--- src/rtl/ihex_pkg.sv ---
// Shared types and constants for the Intel HEX loader.
//   ihex_state_t : parser state, one state per ASCII digit position of a record
//   REC_*        : record type values the parser acts on
//   ERR_*        : err_code values
//   CH_*         : framing characters recognised between records
package ihex_pkg;

  typedef enum logic [3:0] {
    IDLE, LEN_H, LEN_L, ADR_3, ADR_2, ADR_1, ADR_0,
    TYP_H, TYP_L, DAT_H, DAT_L, CSUM_H, CSUM_L
  } ihex_state_t;

  localparam logic [7:0] REC_DATA = 8'h00;
  localparam logic [7:0] REC_EOF  = 8'h01;
  localparam logic [7:0] REC_LAST = 8'h05;  // highest supported record type

  localparam logic [1:0] ERR_NONE = 2'd0;
  localparam logic [1:0] ERR_CHAR = 2'd1;
  localparam logic [1:0] ERR_CSUM = 2'd2;
  localparam logic [1:0] ERR_TYPE = 2'd3;

  localparam logic [7:0] CH_COLON = 8'h3A;
  localparam logic [7:0] CH_CR    = 8'h0D;
  localparam logic [7:0] CH_LF    = 8'h0A;
  localparam logic [7:0] CH_SP    = 8'h20;

  function automatic logic is_blank(input logic [7:0] ch);
    return (ch == CH_CR) || (ch == CH_LF) || (ch == CH_SP);
  endfunction

endpackage

--- src/rtl/ascii_hex_nibble.sv ---
// Combinational ASCII hex digit decoder.
//   ch    : input byte
//   valid : ch is 0-9, A-F or a-f
//   nib   : decoded value (0 when not valid)
module ascii_hex_nibble (
  input  logic [7:0] ch,
  output logic       valid,
  output logic [3:0] nib
);

  always_comb begin
    valid = 1'b1;
    nib   = 4'd0;
    if (ch >= 8'h30 && ch <= 8'h39) begin
      nib = ch[3:0];
    end else if ((ch >= 8'h41 && ch <= 8'h46) || (ch >= 8'h61 && ch <= 8'h66)) begin
      // 'A'/'a' have low nibble 1, so add 9 to land on 10
      nib = ch[3:0] + 4'd9;
    end else begin
      valid = 1'b0;
    end
  end

endmodule

--- src/rtl/ihex_loader.sv ---
// Streaming Intel HEX / raw binary loader from the HPS download port to the
// program ROM byte write port.
//   clk, rst                  : clock, synchronous active-high reset
//   dl_active, dl_hex         : download window, stream format (latched at start)
//   dl_wr, dl_addr, dl_data   : download byte strobe, file offset, file byte
//   rom_we, rom_addr, rom_data: registered one-cycle ROM byte write
//   busy                      : parser inside a record
//   done, err, err_code       : EOF seen / sticky error / first error cause
//   rec_count                 : records accepted with a good checksum (saturating)
module ihex_loader
  import ihex_pkg::*;
#(
  parameter int ADDR_W = 15
) (
  input  logic              clk,
  input  logic              rst,
  input  logic              dl_active,
  input  logic              dl_hex,
  input  logic              dl_wr,
  input  logic [ADDR_W-1:0] dl_addr,
  input  logic [7:0]        dl_data,
  output logic              rom_we,
  output logic [ADDR_W-1:0] rom_addr,
  output logic [7:0]        rom_data,
  output logic              busy,
  output logic              done,
  output logic              err,
  output logic [1:0]        err_code,
  output logic [15:0]       rec_count
);

  ihex_state_t state, state_next;
  logic        active_q, hex_mode, active_rise, hex_strobe;
  logic        nib_ok;
  logic [3:0]  nib, hi_nib;
  logic [7:0]  cnt, rtype, sum, byte_val, sum_new;
  logic [15:0] addr;
  logic        bad_char, type_bad, data_wr, rec_end, csum_bad;

  ascii_hex_nibble u_nib (
    .ch    (dl_data),
    .valid (nib_ok),
    .nib   (nib)
  );

  // The rising-edge cycle only latches the mode; strobes are taken from the
  // following cycle onwards.
  assign active_rise = dl_active & ~active_q;
  assign hex_strobe  = dl_active & ~active_rise & hex_mode & dl_wr;
  assign byte_val    = {hi_nib, nib};
  assign sum_new     = sum + byte_val;
  assign csum_bad    = rec_end && (sum_new != 8'd0);
  assign busy        = (state != IDLE);

  always_ff @(posedge clk) begin
    if (rst) state <= IDLE;
    else     state <= state_next;
  end

  always_comb begin
    state_next = state;
    bad_char   = 1'b0;
    type_bad   = 1'b0;
    data_wr    = 1'b0;
    rec_end    = 1'b0;
    if (!dl_active || active_rise) begin
      state_next = IDLE;
    end else if (hex_strobe) begin
      if (state == IDLE) begin
        if (dl_data == CH_COLON)     state_next = LEN_H;
        else if (!is_blank(dl_data)) bad_char   = 1'b1;
      end else if (!nib_ok) begin
        bad_char   = 1'b1;
        state_next = IDLE;
      end else begin
        case (state)
          LEN_H:  state_next = LEN_L;
          LEN_L:  state_next = ADR_3;
          ADR_3:  state_next = ADR_2;
          ADR_2:  state_next = ADR_1;
          ADR_1:  state_next = ADR_0;
          ADR_0:  state_next = TYP_H;
          TYP_H:  state_next = TYP_L;
          TYP_L: begin
            type_bad   = (byte_val > REC_LAST);
            state_next = (cnt == 8'd0) ? CSUM_H : DAT_H;
          end
          DAT_H:  state_next = DAT_L;
          DAT_L: begin
            data_wr    = (rtype == REC_DATA);
            state_next = (cnt == 8'd1) ? CSUM_H : DAT_H;
          end
          CSUM_H: state_next = CSUM_L;
          CSUM_L: begin
            rec_end    = 1'b1;
            state_next = IDLE;
          end
          default: state_next = IDLE;
        endcase
      end
    end
  end

  always_ff @(posedge clk) begin
    if (rst) begin
      active_q  <= 1'b0;
      hex_mode  <= 1'b0;
      hi_nib    <= 4'd0;
      cnt       <= 8'd0;
      rtype     <= 8'd0;
      sum       <= 8'd0;
      addr      <= 16'd0;
      rom_we    <= 1'b0;
      rom_addr  <= '0;
      rom_data  <= 8'd0;
      done      <= 1'b0;
      err       <= 1'b0;
      err_code  <= ERR_NONE;
      rec_count <= 16'd0;
    end else begin
      active_q <= dl_active;
      rom_we   <= 1'b0;

      if (active_rise) begin
        hex_mode  <= dl_hex;
        done      <= 1'b0;
        err       <= 1'b0;
        err_code  <= ERR_NONE;
        rec_count <= 16'd0;
        sum       <= 8'd0;
      end

      if (dl_active && !active_rise && !hex_mode && dl_wr) begin
        rom_we   <= 1'b1;
        rom_addr <= dl_addr;
        rom_data <= dl_data;
      end

      if (hex_strobe && state == IDLE && dl_data == CH_COLON) sum <= 8'd0;

      if (hex_strobe && nib_ok) begin
        case (state)
          LEN_H, ADR_3, ADR_1, TYP_H, DAT_H, CSUM_H: hi_nib <= nib;
          LEN_L:  begin cnt <= byte_val;        sum <= sum_new; end
          ADR_2:  begin addr[15:8] <= byte_val; sum <= sum_new; end
          ADR_0:  begin addr[7:0] <= byte_val;  sum <= sum_new; end
          TYP_L:  begin rtype <= byte_val;      sum <= sum_new; end
          DAT_L: begin
            sum  <= sum_new;
            addr <= addr + 16'd1;
            cnt  <= cnt - 8'd1;
          end
          CSUM_L: sum <= sum_new;
          default: ;
        endcase
      end

      if (data_wr) begin
        rom_we   <= 1'b1;
        rom_addr <= addr[ADDR_W-1:0];
        rom_data <= byte_val;
      end

      if (rec_end && !csum_bad) begin
        if (rec_count != 16'hFFFF) rec_count <= rec_count + 16'd1;
        if (rtype == REC_EOF)      done      <= 1'b1;
      end

      if (bad_char || type_bad || csum_bad) begin
        err <= 1'b1;
        if (!err) begin
          err_code <= bad_char ? ERR_CHAR : (type_bad ? ERR_TYPE : ERR_CSUM);
        end
      end
    end
  end

endmodule

--- config.mk ---
export PLATFORM = sky130hd
export DESIGN_NAME = ihex_loader
export DESIGN_NICKNAME = d
export VERILOG_FILES = /design/src/rtl/ihex_pkg.sv /design/src/rtl/ascii_hex_nibble.sv /design/src/rtl/ihex_loader.sv
export SDC_FILE = /design/constraint.sdc
export NUM_CORES = 1
export LEC_CHECK = 0
export CAP_MARGIN = 0
export CORE_ASPECT_RATIO = 0.5
export CORE_MARGIN = 2
export CORE_UTILIZATION = 55
export CTS_CLUSTER_SIZE = 10
export DETAILED_ROUTE_END_ITERATION = 10
export DONT_BUFFER_PORTS = 1
export GPL_TIMING_DRIVEN = 0
export HOLD_SLACK_MARGIN = 0.15
export PLACE_DENSITY = 0.78
export SETUP_SLACK_MARGIN = 0.1
export SYNTH_ARGS = -nofsm -noshare
export SYNTH_HDL_FRONTEND = slang
export SYNTH_SLANG_ARGS = --single-unit
--- constraint.sdc ---
create_clock -name clk -period 3.47 [get_ports clk]
set_clock_uncertainty 0.2 [all_clocks]
set_input_delay 0.1735 -clock clk [delete_from_list [all_inputs] [get_ports clk]]
set_output_delay 0.1735 -clock clk [all_outputs]
set_load 0.03 [all_outputs]
After elaboration in Yosys (flattened, before gate mapping)
Index checks and enable logic that the tools add are counted.

operators by class
  reduce and logical (&&, ||, !) cells = 40
  add/subtract/negate cells = 5
  multiplexer cells = 57
  bitwise operators = 6
  order comparisons = 7
  eq/ne operators = 20

operators by type and width
  cell                     count
  $mux W16                 3
  $mux W8                  6
  $pmux W8 S2              3
  $pmux W4 S11             1
  $add A16 B1 Y16 const B  2
  $mux W1                  31
  $mux W15                 2
  $eq A4 B4 Y1 const B     5
  $mux W4                  5
  $eq A4 B3 Y1 const B     4
  $eq A8 B1 Y1 const B     2
  $eq A8 B4 Y1 const B     2
  $eq A8 B6 Y1 const B     2
  $ge A8 B7 Y1 const B     2
  $le A8 B7 Y1 const B     2
  $logic_not A8 Y1         2
  $ne A16 B16 Y1 const B   1
  $mux W2                  6
  $reduce_and A2 Y1        6
  $reduce_or A6 Y1         2
  $logic_and A1 B1 Y1      11
  $reduce_bool A2 Y1       5
  $add A8 B8 Y8            1
  $eq A4 B2 Y1 const B     2
  15 further kinds         27

word-level totals
  flip-flop bits (word level) = 94
  input bits = 28
  output and inout bits = 45

Longest topological paths before layout
  depth after elaboration = 15
  depth in mapped cells = 18
  mapped depth without buffers = 17

Cells and area by module
Synthesis repeated with hierarchy kept, for this count alone.

second synthesis, totals
  cell total of the unflattened synthesis = 653
  area, all modules = 5352.6 sq um

modules (own cells, without submodules)
  module            area an instance (sq um)  cells an instance  seq. area each (sq um)  times used
  ihex_loader       5148.7                    628                1861.8                  1
  ascii_hex_nibble  203.9                     25                 0.0                     1

Worst setup path after synthesis
No wires, ideal clock.

  path type = input-to-reg
  start point = input dl_data[1]
  end point = register rec_count[9]
  data required time = 3149 ps
  arrival time = 3417 ps
  setup time = 121 ps
  buffers on the path = 0
  cell stages on the path = 14
  path slack = -268 ps
  path through = inv_1 -> ha_1 -> o21ba_2 -> o21a_2 -> a22oi_1 -> inv_1 -> ha_1 -> a211oi_1 -> nor2_1 -> xor2_1 -> nor3_1 -> nand4b_4 -> nor4b_1 -> mux2_2

on the way
  elaborated cells between the ends (all ways) = 25
  classes of those cells = add/sub: 2; order compare: 6; mux: 9; reduce/logical: 8

RTL lines
  what                                          RTL line                text
  from (decl)                                   ihex_loader.sv:21       input logic [7:0] dl_data,
  $ge A8 B7 Y1 or $le A8 B7 Y1 (tied branches)  ascii_hex_nibble.sv:16  end else if ((ch >= 8'h41 && ch <= 8'h46) || (ch >= 8'h61 && ch <= 8'h66)) begin
  $logic_and A1 B1 Y1                           ascii_hex_nibble.sv:16
  $logic_or A1 B1 Y1                            ascii_hex_nibble.sv:16
  $mux W4                                       ascii_hex_nibble.sv:16
  $mux W4 (*)                                   ascii_hex_nibble.sv:14  if (ch >= 8'h30 && ch <= 8'h39) begin
  via nib[1]                                    ihex_loader.sv:35       logic [3:0] nib, hi_nib;
  $add A8 B8 Y8 (*)                             ihex_loader.sv:51       assign sum_new = sum + byte_val;
  $reduce_bool A8 Y1 (*)                        ihex_loader.sv:52       assign csum_bad = rec_end && (sum_new != 8'd0);
  $logic_and A1 B1 Y1 (*)                       ihex_loader.sv:52
  $logic_not A1 Y1 (*)                          ihex_loader.sv:164      if (rec_end && !csum_bad) begin
  $logic_and A1 B1 Y1 (*)                       ihex_loader.sv:164
  $mux W16 (*)                                  ihex_loader.sv:164
  to (signal assigned)                          ihex_loader.sv:165      if (rec_count != 16'hFFFF) rec_count <= rec_count + 16'd1;
  to (decl)                                     ihex_loader.sv:29       output logic [15:0] rec_count

The timed path passes the listed nets; every way through them passes the cells marked *.
A chain may end at the register's enable or synchronous reset.

Worst setup path after layout
  start point = input dl_data[1]
  end point = register rec_count[10]

The elaborated chain is that of the path after synthesis.

==> run metrics <==
Post-synth EDFFs 0; CP Cell Sequence inv_2, ha_4, o21ba_4, o21a_4, a21oi_4, inv_2, ha_4, or2_2, o2111a_1, a311oi_2, and2_4, nand4b_4, o41a_1, a2111oi_2; min Tclk post-route around 3300 ps; R2R Path Start state[1]; largest cells by area after synthesis dfxtp_1 35%, nor2_1 5.3%, mux2i_1 5.3%; post-layout power 2.23 mW; DRT iter0 DRCs between 600 and 700; Worst Hold End rom_data[2]; hold wc startpoint dl_active; cells after synthesis ~660; Post-Layout Cell Count ~860; Reg2Reg Setup Slack between 200 and 250 ps; Yosys top cell area share between 30% and 40%; Synth area leader dfxtp_1; yosys warns 0; combinational power share slightly below 7%; worst hold path class primary input to flop; H-tree Lvls 3; clock latency on the worst-skew pair 350 ps; Synth Flop Type dfxtp_1; Synth async-reset ratio 0%; period utilization roughly 95%; Final Max Tran Viols 0; GRT Util Overall just over 30%; Port Buffers 0; worst-margin pin slew ~940 ps; cell count after placement roughly 800; Final Hold Fails 0; status complete, no violations; CORE AREA 9420 um^2; starting density of the core a little under three fifths; pre-CTS setup slack -502 ps; family with the most delay on the worst path compound AO/OA/AOI/OAI gates; CTS Root Cell clkbuf_16; gp weighted congestion around 0.92; unrepaired setup endpoints after global routing false; fin area approximately 6500 um^2; Post-route DRC 0; Syn Nets just over 700; Max Cap Viol 0; syn_area_per_cell about 8 um^2; Synth Area in Adders 3.90%; full die area approximately 11000 um^2; antenna cells 0; Pre-Repair DR Iteration Count 6; setup ws final roughly 170 ps; WHS Path Cells 5; CTS tree done; number of global-route vias before repair around 5000; cell area after synthesis between 5000 and 6000 um^2; first-pass GRT wire length between 20000 and 30000 um; Compound-Gate Fraction of Synth Area about a quarter; Worst R2R End rom_data[0]; WL per Instance between 15 and 20 um; #FFs+latches synth 93; simple-gate share of the synthesized area between 20% and 30%; estimated wirelength of the detail-placed design between 10000 and 15000 um; Sw Share around a quarter; area share of xor/xnor cells in the synthesized design under 10%; R2R depth 10; Critical-path top delay cell o41a_1; TritonCTS Buffers 9; Post-synth top cells 93 x dfxtp_1, 75 x nor2_1, 67 x nand2_1, 46 x o21ai_0, 42 x a21oi_1; width of the die 143 um; Buf/Inv on CP 2; Static Leakage roughly 2.2 nW; Top Ports 73; main combinational cell family by area after synthesis simple AND/OR/NAND/NOR gates; CP endpoint kind flop; most common cell in the netlist dfxtp_1; DP Area between 5000 and 6000 um^2; antenna violations before repair 0; layout cells sized above 1 a little under an eighth; Worst Path Max Fanout 7; Yosys cell types a little over 70; critical setup path kind primary input to flop; Setup-failing EPs final 0; WP data required around 3500 ps; Pwr Density ~340 nW/um^2; final wirelength approximately 17000 um; crit path launch type primary input; Area growth, synth to finish 22.3%; Peak Freq approximately 300 MHz; CTS max path bufs 2; post-synthesis sequential area ratio between 30% and 40%; clk sinks between 90 and 100; maximum vdd drop 0.252 mV; row count 25; Clock Power Share 44.1%; Routed Antenna Nets 0; largest net degree at the start of global routing 16; Fillers about 680; Reg clk slew, reported paths 60 ps; via count about 5600; crit-path max cell delay 380 ps; Via density 6.46; Psw around 540 uW; Slew HR a little over a third; mux cell area share after synthesis 6.54%; WP data arrival 3340 ps; NumNets Final between 700 and 800; die height between 70 and 80 um; GR Overflow Total 0; Flop pwr share between 40% and 50%; P_int 1.69 mW
## power by group through the flow
stage	Sequential (mW)	Clock, mW	Combinational, mW
6_report	1.09	0.984	0.155
5_1_grt	1.09	1.02	0.161
4_1_cts	1.09	0.982	0.139
3_5_place_dp	1.11	0	0.101
3_3_place_gp	1.11	0	0.100
2_1_floorplan	1.11	0	0.0744
## worst max path at each step
stage | start | end | cells past startpoint | slack (ps)
after floorplan | dl_data[1] | rec_count[10] | 17 | 110
after global placement | dl_data[1] | rec_count[0] | 15 | -440
after detailed placement | dl_data[1] | rec_count[6] | 15 | -500
after CTS | dl_data[1] | rec_count[10] | 15 | 120
after global routing | dl_data[1] | rec_count[10] | 17 | 90
final | dl_data[1] | rec_count[10] | 14 | 170
## worst register-to-register path, cell delays in order, from the launching register on
cell	delay, ps
dfxtp_1	350
buf_1	350
and3_1	220
clkbuf_2	240
nand3_1	190
or2_2	310
clkbuf_1	200
clkbuf_1	270
nor2_1	170
a211oi_1	60
dlygate4sd3_1	590
## cells in the final DEF (no fill, tap or decap), types with 6 or more instances in the layout
cell type,synthesis,layout
mux2i_1,28,28
ha_4,0,6
o211ai_1,9,9
nand4_1,7,7
a22oi_1,7,6
nand3_1,21,20
nand2_1,67,67
inv_1,26,20
a21oi_1,42,40
nor2_1,75,75
o22ai_1,7,6
dfxtp_1,93,93
mux2_2,6,6
or3_1,8,8
dlygate4sd3_1,0,39
nor4_1,9,6
a211oi_1,35,33
o21ai_0,46,42
clkbuf_16,0,10
nand2b_1,11,10
nor3b_1,8,8
ha_1,15,9
and3_1,14,14
clkbuf_1,35,31
buf_4,0,9
nor3_1,9,8
## cell type report
| cell class | instances | area (um^2) | area share (%) |
|---|---|---|---|
| sequential | 93 | 1860 | 28.6 |
| inverter | 26 | 103 | 1.58 |
| timing repair buffer | 49 | 483 | 7.42 |
| multi-input combinational | 505 | 3440 | 52.9 |
| buffer | 38 | 161 | 2.48 |
| clock inverter | 6 | 63.8 | 0.981 |
| clock buffer | 9 | 225 | 3.46 |
| tap | 135 | 169 | 2.60 |
## stage by stage
| stage | utilization [%] | hold slack, ps | TNS, ps |
|---|---|---|---|
| finish | 69.1 | 206 | 0 |
| global route | 69.1 | 228 | 0 |
| detailed placement | 59.6 | 123 | -7960 |
| floorplan | - | 109 | 0 |
| CTS | 67.5 | 151 | 0 |
| global placement | 59.6 | 121 | -6850 |
## state kept, by name (all words and copies together), names as in the netlist
signal     flops
rec_count     16
addr          15
rom_addr      15
cnt            8
rom_data       8
rtype          8
sum            8
hi_nib         4
state          4
err_code       2
active_q       1
done           1
err            1
hex_mode       1
rom_we         1
## metal layers
layer	part of all wire (%)	up-vias	global-route usage, %
li1	-	2551	-
met1	41	2621	39.5
met2	45	316	49.2
met3	11	75	8.80
met4	3.6	0	14.2
met5	0	-	0
## cell families (layout without fill, tap and decap cells)
| kind of cell | count (synthesis) | count (layout) |
|---|---|---|
| multiplexers | 34 | 34 |
| adder cells (fa/ha/maj) | 16 | 16 |
| AO/OA/AOI/OAI | 189 | 189 |
| flip-flops | 93 | 93 |
| AND/OR/NAND/NOR | 258 | 258 |
| buffers and inverters | 64 | 128 |
| XOR/XNOR | 8 | 8 |
## timing repair
action                                 CTS  global route
hold buffers                            39             0
pin swaps                                4            14
setup endpoints to repair               17            20
gates cloned                             0             1
setup buffers                            3             6
endpoints found under the hold margin   43             0
gates resized for setup                  5            27
Note: power is estimated with default switching activity, not from simulation.
